$ cat src/rtl/vga_timing_pkg.sv
// Shared 640x480@60 raster geometry, counter sizing helper and flag payload
// used by vga_timing and by display.
package vga_timing_pkg;

  localparam int unsigned VGA_H_ACTIVE = 640;
  localparam int unsigned VGA_H_FP     = 16;
  localparam int unsigned VGA_H_SYNC   = 96;
  localparam int unsigned VGA_H_BP     = 48;
  localparam int unsigned VGA_V_ACTIVE = 480;
  localparam int unsigned VGA_V_FP     = 10;
  localparam int unsigned VGA_V_SYNC   = 2;
  localparam int unsigned VGA_V_BP     = 33;
  localparam int unsigned VGA_CLK_DIV  = 2;
  localparam logic        VGA_SYNC_POL = 1'b0;

  localparam int unsigned COORD_W     = 32;
  localparam int unsigned MIN_CNT_W   = 10;

  // Counters hold at least 10 bits and can always represent the total itself.
  function automatic int unsigned cnt_width(input int unsigned total);
    int unsigned w;
    w = $clog2(total + 1);
    return (w < MIN_CNT_W) ? MIN_CNT_W : w;
  endfunction

  typedef struct packed {
    logic hsync;
    logic vsync;
    logic vnotactive;
    logic frame_start;
  } vga_flags_t;

endpackage

$ cat src/rtl/pix_ce_gen.sv
// Pixel-rate divider: one-CLK pix_ce strobe every CLK_DIV system clocks.
module pix_ce_gen #(
  parameter int unsigned CLK_DIV = 2
) (
  input  logic CLK,
  input  logic RST,
  output logic pix_ce
);

  localparam int unsigned DIV_W = (CLK_DIV > 1) ? $clog2(CLK_DIV) : 1;
  localparam logic [DIV_W-1:0] DIV_LAST = DIV_W'(CLK_DIV - 1);

  logic [DIV_W-1:0] div_q;
  logic [DIV_W-1:0] div_nxt;

  always_comb begin
    div_nxt = (div_q == DIV_LAST) ? '0 : div_q + DIV_W'(1);
  end

  // Strobe is registered from the next divider value so it tracks div exactly.
  always_ff @(posedge CLK) begin
    if (!RST) begin
      div_q  <= '0;
      pix_ce <= (CLK_DIV == 1);
    end else begin
      div_q  <= div_nxt;
      pix_ce <= (div_nxt == DIV_LAST);
    end
  end

endmodule

$ cat src/rtl/vga_timing.sv
// Raster timing generator: pixel divider, h/v counters, registered sync,
// blanking and per-frame strobe aligned with the coordinates.
module vga_timing
  import vga_timing_pkg::*;
#(
  parameter int unsigned H_ACTIVE = VGA_H_ACTIVE,
  parameter int unsigned H_FP     = VGA_H_FP,
  parameter int unsigned H_SYNC   = VGA_H_SYNC,
  parameter int unsigned H_BP     = VGA_H_BP,
  parameter int unsigned V_ACTIVE = VGA_V_ACTIVE,
  parameter int unsigned V_FP     = VGA_V_FP,
  parameter int unsigned V_SYNC   = VGA_V_SYNC,
  parameter int unsigned V_BP     = VGA_V_BP,
  parameter int unsigned CLK_DIV  = VGA_CLK_DIV,
  parameter logic        SYNC_POL = VGA_SYNC_POL
) (
  input  logic               CLK,
  input  logic               RST,
  output logic [COORD_W-1:0] col,
  output logic [COORD_W-1:0] row,
  output logic               vnotactive,
  output logic               hsync,
  output logic               vsync,
  output logic               pix_ce,
  output logic               frame_start
);

  localparam int unsigned H_TOTAL = H_ACTIVE + H_FP + H_SYNC + H_BP;
  localparam int unsigned V_TOTAL = V_ACTIVE + V_FP + V_SYNC + V_BP;
  localparam int unsigned H_W     = cnt_width(H_TOTAL);
  localparam int unsigned V_W     = cnt_width(V_TOTAL);

  localparam logic [H_W-1:0] H_LAST   = H_W'(H_TOTAL - 1);
  localparam logic [V_W-1:0] V_LAST   = V_W'(V_TOTAL - 1);
  localparam logic [H_W-1:0] H_VIS    = H_W'(H_ACTIVE);
  localparam logic [V_W-1:0] V_VIS    = V_W'(V_ACTIVE);
  localparam logic [H_W-1:0] HS_START = H_W'(H_ACTIVE + H_FP);
  localparam logic [H_W-1:0] HS_END   = H_W'(H_ACTIVE + H_FP + H_SYNC);
  localparam logic [V_W-1:0] VS_START = V_W'(V_ACTIVE + V_FP);
  localparam logic [V_W-1:0] VS_END   = V_W'(V_ACTIVE + V_FP + V_SYNC);

  logic [H_W-1:0] col_q, col_nxt;
  logic [V_W-1:0] row_q, row_nxt;
  vga_flags_t     flags_q, flags_nxt;
  logic           wrap_c;

  pix_ce_gen #(.CLK_DIV(CLK_DIV)) u_pix_ce_gen (
    .CLK    (CLK),
    .RST    (RST),
    .pix_ce (pix_ce)
  );

  // Next coordinates; flags decode from them so they land on the same edge.
  always_comb begin
    col_nxt = col_q;
    row_nxt = row_q;
    wrap_c  = 1'b0;
    if (pix_ce) begin
      if (col_q == H_LAST) begin
        col_nxt = '0;
        if (row_q == V_LAST) begin
          row_nxt = '0;
          wrap_c  = 1'b1;
        end else begin
          row_nxt = row_q + V_W'(1);
        end
      end else begin
        col_nxt = col_q + H_W'(1);
      end
    end

    flags_nxt.hsync       = ((col_nxt >= HS_START) && (col_nxt < HS_END)) ? SYNC_POL : ~SYNC_POL;
    flags_nxt.vsync       = ((row_nxt >= VS_START) && (row_nxt < VS_END)) ? SYNC_POL : ~SYNC_POL;
    flags_nxt.vnotactive  = (col_nxt >= H_VIS) || (row_nxt >= V_VIS);
    flags_nxt.frame_start = wrap_c;
  end

  always_ff @(posedge CLK) begin
    if (!RST) begin
      col_q                 <= '0;
      row_q                 <= '0;
      flags_q.hsync         <= ~SYNC_POL;
      flags_q.vsync         <= ~SYNC_POL;
      flags_q.vnotactive    <= 1'b0;
      flags_q.frame_start   <= 1'b0;
    end else begin
      col_q   <= col_nxt;
      row_q   <= row_nxt;
      flags_q <= flags_nxt;
    end
  end

  assign col         = COORD_W'(col_q);
  assign row         = COORD_W'(row_q);
  assign hsync       = flags_q.hsync;
  assign vsync       = flags_q.vsync;
  assign vnotactive  = flags_q.vnotactive;
  assign frame_start = flags_q.frame_start;

endmodule

$ cat config.mk
export PLATFORM = sky130hd
export DESIGN_NAME = vga_timing
export DESIGN_NICKNAME = d
export VERILOG_FILES = /design/src/rtl/vga_timing_pkg.sv /design/src/rtl/pix_ce_gen.sv /design/src/rtl/vga_timing.sv
export SDC_FILE = /design/constraint.sdc
export NUM_CORES = 1
export LEC_CHECK = 0
export BUFFER_PORTS_ARGS = -buffer_cell sky130_fd_sc_hd__buf_2
export CORE_MARGIN = 4
export CORE_UTILIZATION = 43
export CTS_CLUSTER_SIZE = 20
export DETAILED_ROUTE_END_ITERATION = 10
export PLACE_DENSITY = 0.73
export SYNTH_ARGS = -nofsm -noshare
export SYNTH_HDL_FRONTEND = slang
export SYNTH_SLANG_ARGS = --single-unit
$ cat constraint.sdc
create_clock -name CLK -period 6.6 [get_ports CLK]
set_input_delay 0.33 -clock CLK [delete_from_list [all_inputs] [get_ports CLK]]
set_output_delay 0.33 -clock CLK [all_outputs]
set_load 0.05 [all_outputs]
==> impl_metrics.env <==
export IMPL_status="completed"
export IMPL_synth_largest_area_cell="dfxtp_1"
export IMPL_clock_skew_ns=0.00693
export IMPL_period_share_pct=44.7
export IMPL_final_instance_count_excl_fill=295
export IMPL_crit_path_start_kind="flop"
export IMPL_cts_setup_buffers=0
export IMPL_synth_top_area_share_pct=29.1
export IMPL_num_vias=1470
export IMPL_synth_cell_types=41
export IMPL_cap_violations=0
export IMPL_hold_buffers=0
export IMPL_antenna_found_initial=0
export IMPL_drc=0
export IMPL_grt_pass1_vias=1185
export IMPL_worstHoldPathType="input port to flop"
export IMPL_p_leak_nw=0.771
export IMPL_cts_tree="built"
export IMPL_numPlacedInstances=291
export IMPL_ys_top_cells_by_count="buf_4, nor2_1, dfxtp_1"
export IMPL_seq_area_frac_synth_pct=29.1
export IMPL_hold_ws_ns=0.358
export IMPL_max_freq_mhz=339
export IMPL_io_buffers=26
export IMPL_post_route_min_period_ns=2.95
export IMPL_synth_most_common_cell="buf_4"
export IMPL_endpoint_kind="flop"
export IMPL_cts_clk_slew_worst_paths_ns=0.09
export IMPL_synthCells=225
export IMPL_worstPathMaxFanout=13
export IMPL_grt_overflow_total=0
export IMPL_drt_first_iter_violations=155
export IMPL_n_antenna_cell=0
export IMPL_synth_edf_count=0
export IMPL_rsz0062_at_grt="false"
export IMPL_yosys_register_bits=25
export IMPL_postSynthAreaPerCell_um2=7.64
export IMPL_fillCellCount=390
export IMPL_cts_inserted_buffers=3
export IMPL_synth_ff_type="dfxtp_1"
export IMPL_worst_slew_pin_slew_ns=0.747
export IMPL_first_pass_iters=4
export IMPL_slew_viol_final=0
export IMPL_htreeDepth=1
export IMPL_routed_wl_um=3590
export IMPL_yosysWarnings=0
export IMPL_peakVddDrop_mv=0.0916
export IMPL_avgViaCountPerCell=4.98
export IMPL_nNetsFinal=253
export IMPL_postSynth_asyncResetShare_pct=0
export IMPL_cellPowerDensity_nw_per_um2=177
export IMPL_clockRootBuffer="clkbuf_8"
export IMPL_r2r_cells=7
export IMPL_cts_buffer_depth=2
export IMPL_multi_input_area_um2=996
export IMPL_setup_viol=0
export IMPL_final_setup_tns_ns=0
export IMPL_grt_use_total_pct=13.7
export IMPL_drive_gt1_share_pct=14.2
export IMPL_placed_area_um2=1720
export IMPL_relSlewSlack_pct=49.7
export IMPL_grt_max_degree=17
export IMPL_wl_per_cell_um=12.2
export IMPL_dpl_hpwl_um=2750
export IMPL_regArea_um2=500
export IMPL_die_y_um=71.2
export IMPL_stdcell_area_um2=1760
export IMPL_ctsResizeCount=0
export IMPL_start_util_pct=45.6
export IMPL_path_class="flop to flop"
export IMPL_dieWidth_um=71.2
export IMPL_drtAntennaViolNets=0
export IMPL_routabilityCongestion=0.845
export IMPL_placementRows=22
export IMPL_synthesis_area_um2=1720
export IMPL_ios=71
export IMPL_hold_viol=0
export IMPL_crit_arrival_ns=3.11
export IMPL_insertion_delay_ns=0.27
export IMPL_hold_depth=2
export IMPL_die_area_um2=5070
export IMPL_power_w=0.000312
export IMPL_area_growth_pct=2.55
export IMPL_core_um2=3770
export IMPL_clkSinkCount=25
export IMPL_worstPathRequired_ns=6.76
export IMPL_synth_area_leaders="dfxtp_1, buf_4, nor2_1"
export IMPL_grt_pass1_wl_um=5760
==> layer usage <==
metal	GRT usage (%)	vias to the layer above	part of all wire [%]
met2	20.5	64	45
li1	-	734	-
met5	0	-	0
met1	20.0	668	45
met4	4.38	0	1.3
met3	2.13	4	8.8
==> worst paths after layout <==
| check | from | to | slack [ns] |
|---|---|---|---|
| setup reg to reg | col_q[0] | vsync | 3.65 |
| hold / removal | RST | col_q[9] | 0.36 |
| setup / recovery | col_q[0] | vsync | 3.65 |
| hold reg to reg | u_pix_ce_gen.div_q | u_pix_ce_gen.div_q | 0.56 |
==> cells in the final DEF, fill, tap and decap left out, types with 2 or more instances in the layout <==
master	instances
nand3_1	10
nand4_1	8
o22ai_1	2
nor3_1	3
dfxtp_1	25
or3_1	2
nor4_1	3
and4_1	2
or4_4	2
o21ai_0	7
clkbuf_8	3
and3_1	6
a21oi_1	10
buf_2	26
xor2_1	8
ha_1	3
a31oi_1	2
nand2b_1	4
inv_1	6
nor2_1	26
o211ai_1	2
nand2_1	21
xnor2_1	2
a21o_1	2
conb_1	44
==> cells by family (layout without fill, tap and decap cells) <==
kind of cell | Yosys count | after routing | share of synthesized area (%)
fa+ha+maj | 3 | 3 | 2.19
mux | 2 | 2 | 1.24
simple gates | 95 | 95 | 28.7
flops | 25 | 25 | 29.1
compound gates | 31 | 31 | 11.1
xor+xnor | 10 | 10 | 5.10
buf+inv | 58 | 37 | 22.3
other cells | 1 | 44 | 0.218
==> through the flow <==
| stage | util [%] | worst slack (ns) |
|---|---|---|
| 5_1_grt | 46.7 | 3.48 |
| 6_report | 46.7 | 3.65 |
| 3_3_place_gp | 45.5 | 3.71 |
| 2_1_floorplan | - | 3.51 |
| 4_1_cts | 46.7 | 3.65 |
| 3_5_place_dp | 45.5 | 3.67 |
==> cell type report <==
cell class / instances / area share [%]
clock buffers: 4 / 2.56
inverters: 6 / 1.28
multi-input cells: 185 / 56.5
flip-flops and latches: 25 / 28.4
well taps: 48 / 3.41
repair buffers: 27 / 7.81
==> sequential cells by signal, summed over array words and instances, names as in the netlist <==
signal              flops
col_q                  10
frame_start             1
hsync                   1
row_q                  10
u_pix_ce_gen.div_q      1
vnotactive              1
vsync                   1
==> worst max-delay path, cell delays in order (launching register included) <==
cell and delay [ns]:
dfxtp_1 0.46, ha_1 0.32, nand2_1 0.13, or4_4 0.53, or4b_1 0.51, and3_1 0.15
or4_4 0.48, a211o_1 0.27
==> power breakdown <==
group | internal, W | switching [W] | total (W)
Clock | 0.0000431 | 0.0000486 | 0.0000918
Sequential | 0.000152 | 0.00000255 | 0.000155
Combinational | 0.00000284 | 0.0000633 | 0.0000661
Total | 0.000198 | 0.000114 | 0.000312
Note: power is estimated with default switching activity, not from simulation.
